[src/rtl/pc_unit.sv]
// Program-counter unit: sequential/branch/jump/return next-PC selection, circular
// return-address stack, RUN/HALTED control. Optional STEP state via PC_SINGLE_STEP_EN.
module pc_unit #(
  parameter int NBITS     = 32,
  parameter int STEP      = 1,
  parameter int RESET_PC  = 0,
  parameter int RAS_DEPTH = 4
) (
  input  logic             i_clk,
  input  logic             i_reset,
  input  logic             i_enable,
  input  logic             i_stall,
  input  logic             i_halt,
  input  logic             i_resume,
  input  logic             i_step,
  input  logic             i_branch_taken,
  input  logic [NBITS-1:0] i_branch_target,
  input  logic             i_jump,
  input  logic             i_call,
  input  logic             i_return,
  input  logic [NBITS-1:0] i_jump_target,
  input  logic             i_clear_flags,
  output logic [NBITS-1:0] o_pc,
  output logic             o_halted,
  output logic             o_ras_full,
  output logic             o_ras_empty,
  output logic             o_ras_overflow,
  output logic             o_ras_underflow
);

  localparam int PTR_W = $clog2(RAS_DEPTH);
  localparam logic [NBITS-1:0] STEP_V     = NBITS'(STEP);
  localparam logic [NBITS-1:0] RESET_PC_V = NBITS'(RESET_PC);
  localparam logic [PTR_W:0]   FULL_CNT   = (PTR_W + 1)'(RAS_DEPTH);

  typedef enum logic [1:0] {ST_RUN, ST_HALTED, ST_STEP} state_e;

  state_e             state_q, state_d;
  logic [NBITS-1:0]   pc_q, pc_d;
  logic [PTR_W-1:0]   sp_q, sp_d;
  logic [PTR_W:0]     cnt_q, cnt_d;
  logic               ovf_q, ovf_d;
  logic               unf_q, unf_d;
  logic [NBITS-1:0]   ras_q [RAS_DEPTH];

  logic               do_update;
  logic               ras_full, ras_empty;
  logic               push_en;
  logic [NBITS-1:0]   push_val;
  logic               set_ovf, set_unf;
  logic [PTR_W-1:0]   top_idx;

`ifndef PC_SINGLE_STEP_EN
  logic unused_step;
  assign unused_step = i_step;
`endif

  always_ff @(posedge i_clk) begin
    if (i_reset) begin
      state_q <= ST_RUN;
      pc_q    <= RESET_PC_V;
      sp_q    <= '0;
      cnt_q   <= '0;
      ovf_q   <= 1'b0;
      unf_q   <= 1'b0;
    end else begin
      state_q <= state_d;
      pc_q    <= pc_d;
      sp_q    <= sp_d;
      cnt_q   <= cnt_d;
      ovf_q   <= ovf_d;
      unf_q   <= unf_d;
    end
  end

  // Stack storage carries no reset; occupancy is tracked by cnt_q alone.
  always_ff @(posedge i_clk) begin
    if (!i_reset && push_en) ras_q[sp_q] <= push_val;
  end

  always_comb begin
    state_d = state_q;
    case (state_q)
      ST_RUN:    if (i_enable && i_halt) state_d = ST_HALTED;
      ST_HALTED: begin
        if (i_enable) begin
          if (i_resume) state_d = ST_RUN;
`ifdef PC_SINGLE_STEP_EN
          else if (i_step) state_d = ST_STEP;
`endif
        end
      end
      ST_STEP:   if (i_enable && (i_halt || !i_stall)) state_d = ST_HALTED;
      default:   state_d = ST_RUN;
    endcase
  end

  always_comb begin
    do_update = i_enable && !i_halt && !i_stall &&
                ((state_q == ST_RUN) || (state_q == ST_STEP));
    ras_full  = (cnt_q == FULL_CNT);
    ras_empty = (cnt_q == '0);
    top_idx   = sp_q - PTR_W'(1);
  end

  // Next-PC selection: branch > jump/call > return > sequential.
  always_comb begin
    pc_d     = pc_q;
    sp_d     = sp_q;
    cnt_d    = cnt_q;
    push_en  = 1'b0;
    push_val = pc_q + STEP_V;
    set_ovf  = 1'b0;
    set_unf  = 1'b0;
    if (do_update) begin
      if (i_branch_taken) begin
        pc_d = i_branch_target;
      end else if (i_jump) begin
        pc_d = i_jump_target;
        if (i_call) begin
          push_en = 1'b1;
          sp_d    = sp_q + PTR_W'(1);
          if (ras_full) set_ovf = 1'b1;
          else          cnt_d   = cnt_q + 1'b1;
        end
      end else if (i_return) begin
        if (ras_empty) begin
          pc_d    = i_jump_target;
          set_unf = 1'b1;
        end else begin
          pc_d  = ras_q[top_idx];
          sp_d  = top_idx;
          cnt_d = cnt_q - 1'b1;
        end
      end else begin
        pc_d = pc_q + STEP_V;
      end
    end
    ovf_d = (ovf_q & ~i_clear_flags) | set_ovf;
    unf_d = (unf_q & ~i_clear_flags) | set_unf;
  end

  always_comb begin
    o_pc            = pc_q;
    o_halted        = (state_q == ST_HALTED);
    o_ras_full      = ras_full;
    o_ras_empty     = ras_empty;
    o_ras_overflow  = ovf_q;
    o_ras_underflow = unf_q;
  end

endmodule
[config.mk]
export PLATFORM = sky130hd
export DESIGN_NAME = pc_unit
export DESIGN_NICKNAME = d
export VERILOG_FILES = /design/src/rtl/pc_unit.sv
export SDC_FILE = /design/constraint.sdc
export NUM_CORES = 1
export LEC_CHECK = 0
export CORE_ASPECT_RATIO = 2
export CORE_MARGIN = 2
export CORE_UTILIZATION = 50
export CTS_BUF_LIST = sky130_fd_sc_hd__clkbuf_8
export CTS_CLUSTER_SIZE = 24
export DETAILED_ROUTE_END_ITERATION = 6
export GPL_TIMING_DRIVEN = 0
export PLACE_DENSITY = 0.8
export SKIP_LAST_GASP = 1
export SLEW_MARGIN = 0
export SYNTH_ARGS = -nofsm -noshare
export SYNTH_HDL_FRONTEND = slang
export SYNTH_SLANG_ARGS = --single-unit
[constraint.sdc]
create_clock -name i_clk -period 3.68 [get_ports i_clk]
set_input_delay 1.104 -clock i_clk [delete_from_list [all_inputs] [get_ports i_clk]]
set_output_delay 1.104 -clock i_clk [all_outputs]
set_load 0.02 [all_outputs]
## Word level (Yosys, flattened, before mapping)

Memory sizes are Yosys's and may differ from the RTL's.
Cells that the tools add are included.

| word-level totals | value |
|---|---|
| bits in registers | 41 |
| RAM bits | 128 |
| input bits | 76 |
| output and inout bits | 37 |
| memories kept | 1 |

Memories:

| name | depth | bits a word | read ports | clocked after memory_dff | wr ports | line | text |
|---|---|---|---|---|---|---|---|
| ras_q | 4 | 32 | 1 | 0 | 1 | 44 | `logic [NBITS-1:0] ras_q [RAS_DEPTH];` |

| cells by class | value |
|---|---|
| add/sub/neg operators | 5 |
| eq/ne operators | 10 |
| multiplexer cells | 34 |
| bitwise operators | 6 |
| reductions and logical operators | 17 |

Operators by type and width:

| operator | number |
|---|---|
| $mux 32 | 4 |
| $add 32x1->32 const B | 1 |
| $mux 1 | 16 |
| $mux 2 | 8 |
| $mux 3 | 5 |
| $ne 2x2->1 const B | 6 |
| $logic_and 1x1->1 | 6 |
| $pmux 2 s3 | 1 |
| $reduce_and 6->1 | 1 |
| $reduce_and 5->1 | 1 |
| $reduce_and 4->1 | 1 |
| $add 3x1->3 const B | 1 |
| $eq 3x3->1 const B | 1 |
| $logic_not 1->1 | 3 |
| $logic_not 3->1 | 1 |
| $sub 3x1->3 const B | 1 |
| $add 2x1->2 const B | 1 |
| $and 1x1->1 | 2 |
| $eq 2x1->1 const B | 1 |
| $eq 2x2->1 const B | 1 |
| $logic_not 2->1 | 1 |
| $logic_or 1x1->1 | 2 |
| $ne 2x1->1 const B | 1 |
| $not 1->1 | 2 |
| 3 further kinds | 4 |

## Longest topological paths before layout

Gate-level depths: netlist of run 1.

| depth | value |
|---|---|
| word-level depth | 8 |
| mapped depth | 12 |

## Worst setup path after synthesis of run 1

OpenSTA, ideal clock, no wires.

| timing | value |
|---|---|
| path type | input to register |
| start point | in i_halt |
| end point | mem ras_q[0][0] (enable) |
| library setup time | 0.392 ns |
| arrival | 2.921 ns |
| required time | 3.288 ns |
| slack | 0.367 ns |
| stages on the path | 4 |
| buffers on the path | 0 |
| cells stage by stage | nor4b_2 -> nand3_1 -> nor2_1 -> and2_1 |

| on the way | value |
|---|---|
| cells in the longest elaborated chain, start to end | 8 |

RTL lines:

| element | line | text |
|---|---|---|
| start: declaration | 13 | `input logic i_halt,` |
| $logic_not 1->1 | 99 | `do_update = i_enable && !i_halt && !i_stall &&` |
| $logic_and 1x1->1 (3 in series) | 99 |  |
| $mux 1 | 115 | `if (do_update) begin` |
| $logic_and 1x1->1 | 78 | `if (!i_reset && push_en) ras_q[sp_q] <= push_val;` |
| $mux 1 | 78 |  |
| $mux 1 (not written as such) | 78 |  |
| end: declaration | 44 |  |

Every way passes these cells.

## Final worst setup path of run 1

| timing | value |
|---|---|
| start point | in i_branch_taken |
| end point | reg pc_q[21], in the netlist o_pc[21] |

| on the way | value |
|---|---|
| cells in the longest elaborated chain, start to end | 1 |

RTL lines:

| element | line | text |
|---|---|---|
| start: declaration | 16 | `input logic i_branch_taken,` |
| $mux 32 | 116 | `if (i_branch_taken) begin` |
| end signal: assignment | 68 | `pc_q <= pc_d;` |
| end: declaration | 39 | `logic [NBITS-1:0] pc_q, pc_d;` |

Every way passes these cells.
A chain may end at the register's enable or synchronous reset.

==> metrics, run 1 <==
drt total wl roughly 27 mm; share of the synthesized area in the top cell type 47.9%; DRC Markers 3; Inst Count DP 956; post-synthesis sequential area ratio between 50% and 60%; Distinct cells, synth a little over 60; Power Total 3.85 mW; Peak VDD IR 0.265 mV; global-route wire length before repair 39.4 mm; worst skew pair latency around 0.5 ns; #FFs+latches synth between 150 and 200; router iterations before antenna repair 7; clock root cell clkbuf_8; CP Capture Type flop; Top Ports 113; WP data arrival 3.94 ns; via count 6766; Core ar. 15800 sq um; Die X ~94 um; RD Place Congestion 0.994; FF-to-FF path depth 11; crit-path max FO 10; worst hold slack between 0.4 and 0.5 ns; origin of the critical flop-to-flop path sp_q[0]; worst reg-to-reg setup slack around 0.22 ns; min Tclk post-route 3.52 ns; synthesized cell area approximately 8000 sq um; number of hold violations in the final report 0; hold depth 1; H-tree levels 4; Post-DP Area 9370 sq um; PwrDens 391 nW/um^2; final setup violation count 0; RSZ-0062 raised after global routing no; number of DRC markers in iteration 0 991; Non-Filler Instances 991; failing checks DRC; Worst Setup Start Kind input pin; Post-Syn Nets around 730; Hold Crit Start o_ras_overflow; port bufs ~110; outcome complete, but fails checks; clk buf depth 2; final instance area 9840 sq um; aggregate global routing overflow 0; Main synth FF type edfxtp_1; DRT antenna net count 0; most common cell after layout, fill and taps aside edfxtp_1; Async SR Flop Fraction 0%; clk slew on worst S/H paths roughly 0.1 ns; # fillers about 1300; Achievable Freq 284 MHz; CTS sink count 168; LEAKAGE between 3 and 4 nW; DR vias/cell 6.83; crit path launch i_branch_taken; Post-synth EDFFs 128; Crit path required time 4.09 ns; hold_buf cts 0; die area 17100 sq um; n_diodes 0; crit share post-route 95.7%; WS Path Type input pin to flop; cell taking the most area after synthesis edfxtp_1; cell row count 65; # nets final 859; synthesized instance count 646; most frequent cells in the layout edfxtp_1, clkdlybuf4s50_1, nand2_1; Layout Skew 0.0235 ns; worst r2r dst o_pc[12]; Final HPWL DP 18.3 mm; share of cells above drive strength 1 a little over an eighth; WL/cell 26.9 um; Initial Utilization 50.8%; path category of the worst min-delay check flop to flop; synth top area cells edfxtp_1, dfxtp_1, mux4_2; CTS tree yes; CTS Buf Count 17; relative max-transition margin 22.0%; initial antenna violation count 0; Area Growth Syn to Fin 22.7%; Die Y 183 um; Hold EP o_ras_overflow; Global Route Usage Sum a little under a third; Util after Layout 62.4%; Yosys warning count 0; MaxCap Viol Count 0; Avg Cell Area, Syn 12.4 sq um; largest net degree at the start of global routing 33; max-slew violations 0; Worst Max-Slew Pin Slew between 1 and 1.5 ns; vias in the first global route roughly 6900
## synth_stat cells (6+ instances only)
cell / number
edfxtp_1: 128
nand2_1: 46
a21oi_1: 41
clkbuf_1: 41
dfxtp_1: 40
o21ai_0: 38
mux4_2: 32
nand3_1: 29
nor2_1: 21
nor3_1: 16
and3_1: 14
inv_1: 14
nand4_1: 14
nor4_1: 11
xnor2_1: 11
a31oi_1: 10
xor2_1: 10
or2_2: 9
a221oi_1: 8
a311o_1: 7
buf_2: 6
o31a_1: 6
## layer usage
metal	global-route usage [%]	vias up	routed length, um
met5	0	-	0
met2	52.6	568	13300
met4	24.9	0	2290
met3	7.56	180	2560
met1	34.6	3193	8510
li1	-	2825	-
## final cells by class
type                            instances  area, sq um  area share (%)
Clock buffer                           17          234            2.38
Timing Repair Buffer                  112         1110            11.3
Sequential cell                       168         4640            47.2
Tap cell                              201          251            2.55
Inverter                               15         57.6           0.585
Buffer                                 45          195            1.98
Clock inverter                         15          165            1.68
Multi-Input combinational cell        418         3180            32.3
## metrics by stage
step / setup TNS (ns) / worst slack [ns]
detailed placement: -167.61 / -1.19
global route: 0 / 0.0601
finish: 0 / 0.158
global placement: -220.80 / -1.63
CTS: 0 / 0.0390
floorplan: 0 / 0.367
## sequential cells by signal, summed over array words and instances (netlist names)
name / count
cnt_q: 3
o_pc: 32
o_ras_overflow: 1
o_ras_underflow: 1
ras_q: 128
sp_q: 2
state_q: 1
## worst max path at each step
stage	cells after the start	end
2_1_floorplan	4	ras_q[0][0]
3_3_place_gp	5	ras_q[2][1]
3_5_place_dp	5	ras_q[3][0]
4_1_cts	11	o_pc[12]
5_1_grt	11	o_pc[12]
6_report	6	o_pc[21]
## critical path, cell delays in order
cell and delay, ns:
clkdlybuf4s50_1 0.66, clkbuf_1 0.61, clkbuf_1 0.65, clkbuf_1 0.56, a21oi_1 0.14, a21oi_1 0.18
## cells by family (layout without fill, tap and decap cells)
kind of cell | after synthesis | count (layout) | synth area share [%]
AND/OR/NAND/NOR | 190 | 192 | 12.6
flip-flops | 168 | 168 | 57.9
AO/OA/AOI/OAI | 161 | 161 | 13.3
buffers and inverters | 62 | 204 | 3.00
multiplexers | 38 | 38 | 9.80
XOR/XNOR | 21 | 21 | 2.29
adder cells (fa/ha/maj) | 6 | 6 | 1.03
## report_power, final
group	switching (mW)	internal, mW	total, mW
Clock	0.761	0.619	1.38
Combinational	0.217	0.171	0.387
Sequential	0.0338	2.05	2.08
## timing repair
action                                 4_1_cts  5_1_grt
buffers inserted                             0        3
cloned                                       1        1
setup endpoints to repair                  157      118
resized for setup                           14        5
endpoints found under the hold margin        0        0
(Power assumes the default switching activity.)
==> inputs of run 2 (changes only) <==
--- a/config.mk
+++ b/config.mk
@@ -5,14 +5,15 @@
 export SDC_FILE = /design/constraint.sdc
 export NUM_CORES = 1
 export LEC_CHECK = 0
+export ABC_AREA = 1
 export CORE_ASPECT_RATIO = 2
 export CORE_MARGIN = 2
-export CORE_UTILIZATION = 50
+export CORE_UTILIZATION = 57
 export CTS_BUF_LIST = sky130_fd_sc_hd__clkbuf_8
 export CTS_CLUSTER_SIZE = 24
 export DETAILED_ROUTE_END_ITERATION = 6
 export GPL_TIMING_DRIVEN = 0
-export PLACE_DENSITY = 0.8
+export PLACE_DENSITY = 0.88
 export SKIP_LAST_GASP = 1
 export SLEW_MARGIN = 0
 export SYNTH_ARGS = -nofsm -noshare
==> run 2 against run 1 <==
  * The run now ends clean
  * Fmax up 0.41%
  * Setup slack better by 0.014 ns
  * Non-clock buffer count up 3
  * Area after synthesis up 6.2%
  * Combinational power up 2%
  * Sequential share of layout area down 2.5 points
  * Critical path depth up 1
  * Global-route usage up 1.7 points
  * Critical endpoint is now ras_q[2][11]
  * Largest power group unchanged
==> metrics, run 2 <==
worst-path cell chain clkdlybuf4s50_1 -> nor2_1 -> nand3_1 -> inv_1 -> nand4_1 -> nor2_4 -> buf_16 (was clkdlybuf4s50_1 -> clkbuf_1 -> clkbuf_1 -> clkbuf_1 -> a21oi_1 -> a21oi_1); Avg Cell Area, Syn 8.57 sq um (was 12.4 sq um); WP data arrival 3.70 ns (was 3.94 ns); count leader, synth nand2_1 (was edfxtp_1); H-tree levels 4 (unchanged); # Post-CTS Setup Buffers 0 (unchanged); #FFs+latches synth 168 (unchanged); cell taking the most area after synthesis edfxtp_1 (unchanged); drt total wl 26.4 mm (was 26.6 mm); critical path's slowest cell nor2_4 (was clkdlybuf4s50_1); worst skew pair latency 0.50 ns (was 0.49 ns); min Tclk post-route 3.51 ns (was 3.52 ns); synthesized instance count 994 (was 646); Power Total 3.90 mW (was 3.85 mW); router iterations before antenna repair 6 (was 7); Post-synth EDFFs 128 (unchanged); Worst Setup Start Kind input pin (unchanged); max-slew violations 0 (unchanged); MaxCap Viol Count 0 (unchanged); CTS tree yes (unchanged); most frequent cells after synthesis nand2_1, edfxtp_1, nor2_1 (was edfxtp_1, nand2_1, a21oi_1, clkbuf_1, dfxtp_1); number of DRC markers in iteration 0 742 (was 991); Non-Filler Instances 1333 (was 991); Post-DP Area 9970 sq um (was 9370 sq um); CTS Buf Count 17 (unchanged); number of hold violations in the final report 0 (unchanged); relative max-transition margin 51.7% (was 22.0%); Inst Count DP 1301 (was 956); Most flops, register ras_q (unchanged); clk buf depth 2 (unchanged); share of cells above drive strength 1 9.14% (was 13.3%); Worst Max-Slew Pin Slew 0.721 ns (was 1.17 ns); most frequent cells in the layout nand2_1, edfxtp_1, nor2_1 (was edfxtp_1, clkdlybuf4s50_1, nand2_1); LEAKAGE 4.01 nW (was 3.18 nW); Global Route Usage Sum 33.6% (was 31.9%); share of the synthesized area in the top cell type 45.1% (was 47.9%); largest net degree at the start of global routing 24 (was 33); Main synth FF type edfxtp_1 (unchanged); Area Growth Syn to Fin 22.0% (was 22.7%); CTS resizes 0 (was 14); global-route wire length before repair 39.9 mm (was 39.4 mm); path category of the worst min-delay check flop to flop (unchanged); PwrDens 375 nW/um^2 (was 391 nW/um^2); RSZ-0062 raised after global routing no (unchanged); Initial Utilization 57.8% (was 50.8%); synthesized cell area 8520 sq um (was 8020 sq um); Layout Skew 0.0194 ns (was 0.0235 ns); clock root cell clkbuf_8 (unchanged); cell row count 63 (was 65); Die Y 177 um (was 183 um); CP delay by family, top simple AND/OR/NAND/NOR gates (was buffers and inverters); # fillers 1167 (was 1271); WL/cell 19.8 um (was 26.9 um); DR vias/cell 5.82 (was 6.83); # nets final 1207 (was 859); DRT antenna net count 0 (unchanged); crit share post-route 95.3% (was 95.7%); final setup violation count 0 (unchanged); hold_buf cts 0 (unchanged); crit-path max FO 19 (was 10); Util after Layout 70.5% (was 62.4%); Final HPWL DP 19.4 mm (was 18.3 mm); clk slew on worst S/H paths 0.09 ns (was 0.10 ns); port bufs 108 (was 109); RD Place Congestion 0.992 (was 0.994); Peak VDD IR 0.263 mV (was 0.265 mV); Top Ports 113 (unchanged); n_diodes 0 (unchanged); Achievable Freq 285 MHz (was 284 MHz); Post-Syn Nets 1076 (was 728); die area 16000 sq um (was 17100 sq um); vias in the first global route 7555 (was 6909); CTS sink count 168 (unchanged); setup TNS 0 ns (unchanged); outcome finished clean (was complete, but fails checks); post-synthesis sequential area ratio 54.5% (was 57.9%); Yosys warning count 0 (unchanged); Critical Path Max Stage Delay 0.70 ns (was 0.66 ns); Die X 90.4 um (was 93.6 um); CP Capture Type flop (unchanged); WS Path Type input pin to flop (unchanged); Buf+Inv Stages, Crit Path 3 (was 4); via count 7764 (was 6766); final instance area 10400 sq um (was 9840 sq um); DRC Markers 0 (was 3); initial antenna violation count 0 (unchanged); Distinct cells, synth 34 (was 61); synth top area cells edfxtp_1, nand2_1, dfxtp_1 (was edfxtp_1, dfxtp_1, mux4_2); Async SR Flop Fraction 0% (unchanged); most common cell after layout, fill and taps aside nand2_1 (was edfxtp_1); Crit path required time 3.88 ns (was 4.09 ns); max reg flops 128 (unchanged); aggregate global routing overflow 0 (unchanged); Core ar. 14700 sq um (was 15800 sq um)
-- run 2: path summary, 6_finish.rpt --
| check | startpoint | endpoint | slack [ns] | cells after the start |
|---|---|---|---|---|
| setup reg to reg | sp_q[0] | o_pc[25] | 0.46 | 14 |
| hold reg to reg | o_ras_underflow | o_ras_underflow | 0.48 | 2 |
| hold / removal | o_ras_underflow | o_ras_underflow | 0.48 | 2 |
| setup / recovery | i_halt | ras_q[2][11] | 0.17 | 7 |
-- run 2: logic make-up after synthesis --
family	synth area share, %
AOI/OAI and AO/OA	11.4
xor gates and xnor gates	2.29
adders and majority gates	0.970
buffers and inverters	5.61
DFF	54.5
and+or+nand+nor	25.2
-- run 2: worst reg2reg max path, cell delays in order, from the launching register on --
cell	delay, ns
dfxtp_1	0.38
buf_2	0.26
inv_2	0.15
buf_2	0.21
buf_2	0.24
ha_1	0.44
buf_2	0.29
buf_2	0.38
nor2_1	0.10
o21ai_0	0.11
nand3_1	0.13
a21oi_1	0.18
nand2_1	0.10
nand2_1	0.06
a21oi_1	0.06
-- run 2: metrics by stage --
step | setup slack (ns) | hold WS [ns]
after CTS | 0.186 | 0.483
after global routing | 0.0697 | 0.496
after detailed placement | -0.302 | 0.471
after floorplan | 0.0462 | 0.463
after global placement | -1.83 | 0.456
final | 0.172 | 0.476
-- run 2: area by class of cell --
cell class | count | area (sq um) | share of cell area [%]
plain buffers | 48 | 215 | 2.07
flip-flops and latches | 168 | 4640 | 44.7
well taps | 195 | 244 | 2.35
inverters | 70 | 263 | 2.53
clock inverters | 14 | 173 | 1.66
multi-input cells | 708 | 3420 | 33.0
clock buffers | 18 | 248 | 2.38
repair buffers | 112 | 1180 | 11.3
-- run 2: power by group --
group / internal, mW / switching, mW
logic: 0.167 / 0.226
registers: 2.05 / 0.0347
clock network: 0.694 / 0.726
total: 2.91 / 0.987
-- run 2: layer usage --
metal | global-route usage [%] | vias to the layer above | part of all wire, %
met5 | 0 | - | 0
met4 | 24.2 | 0 | 7.3
met3 | 4.60 | 142 | 7.6
met2 | 61.2 | 494 | 53
met1 | 34.9 | 3572 | 32
li1 | - | 3556 | -
==> inputs of run 3 (changes only) <==
--- a/config.mk
+++ b/config.mk
@@ -15,7 +15,6 @@
 export GPL_TIMING_DRIVEN = 0
 export PLACE_DENSITY = 0.88
 export SKIP_LAST_GASP = 1
-export SLEW_MARGIN = 0
 export SYNTH_ARGS = -nofsm -noshare
 export SYNTH_HDL_FRONTEND = slang
 export SYNTH_SLANG_ARGS = --single-unit
==> results of run 3 <==
No change in the layout: final DEF, timing and power equal those of run 2.
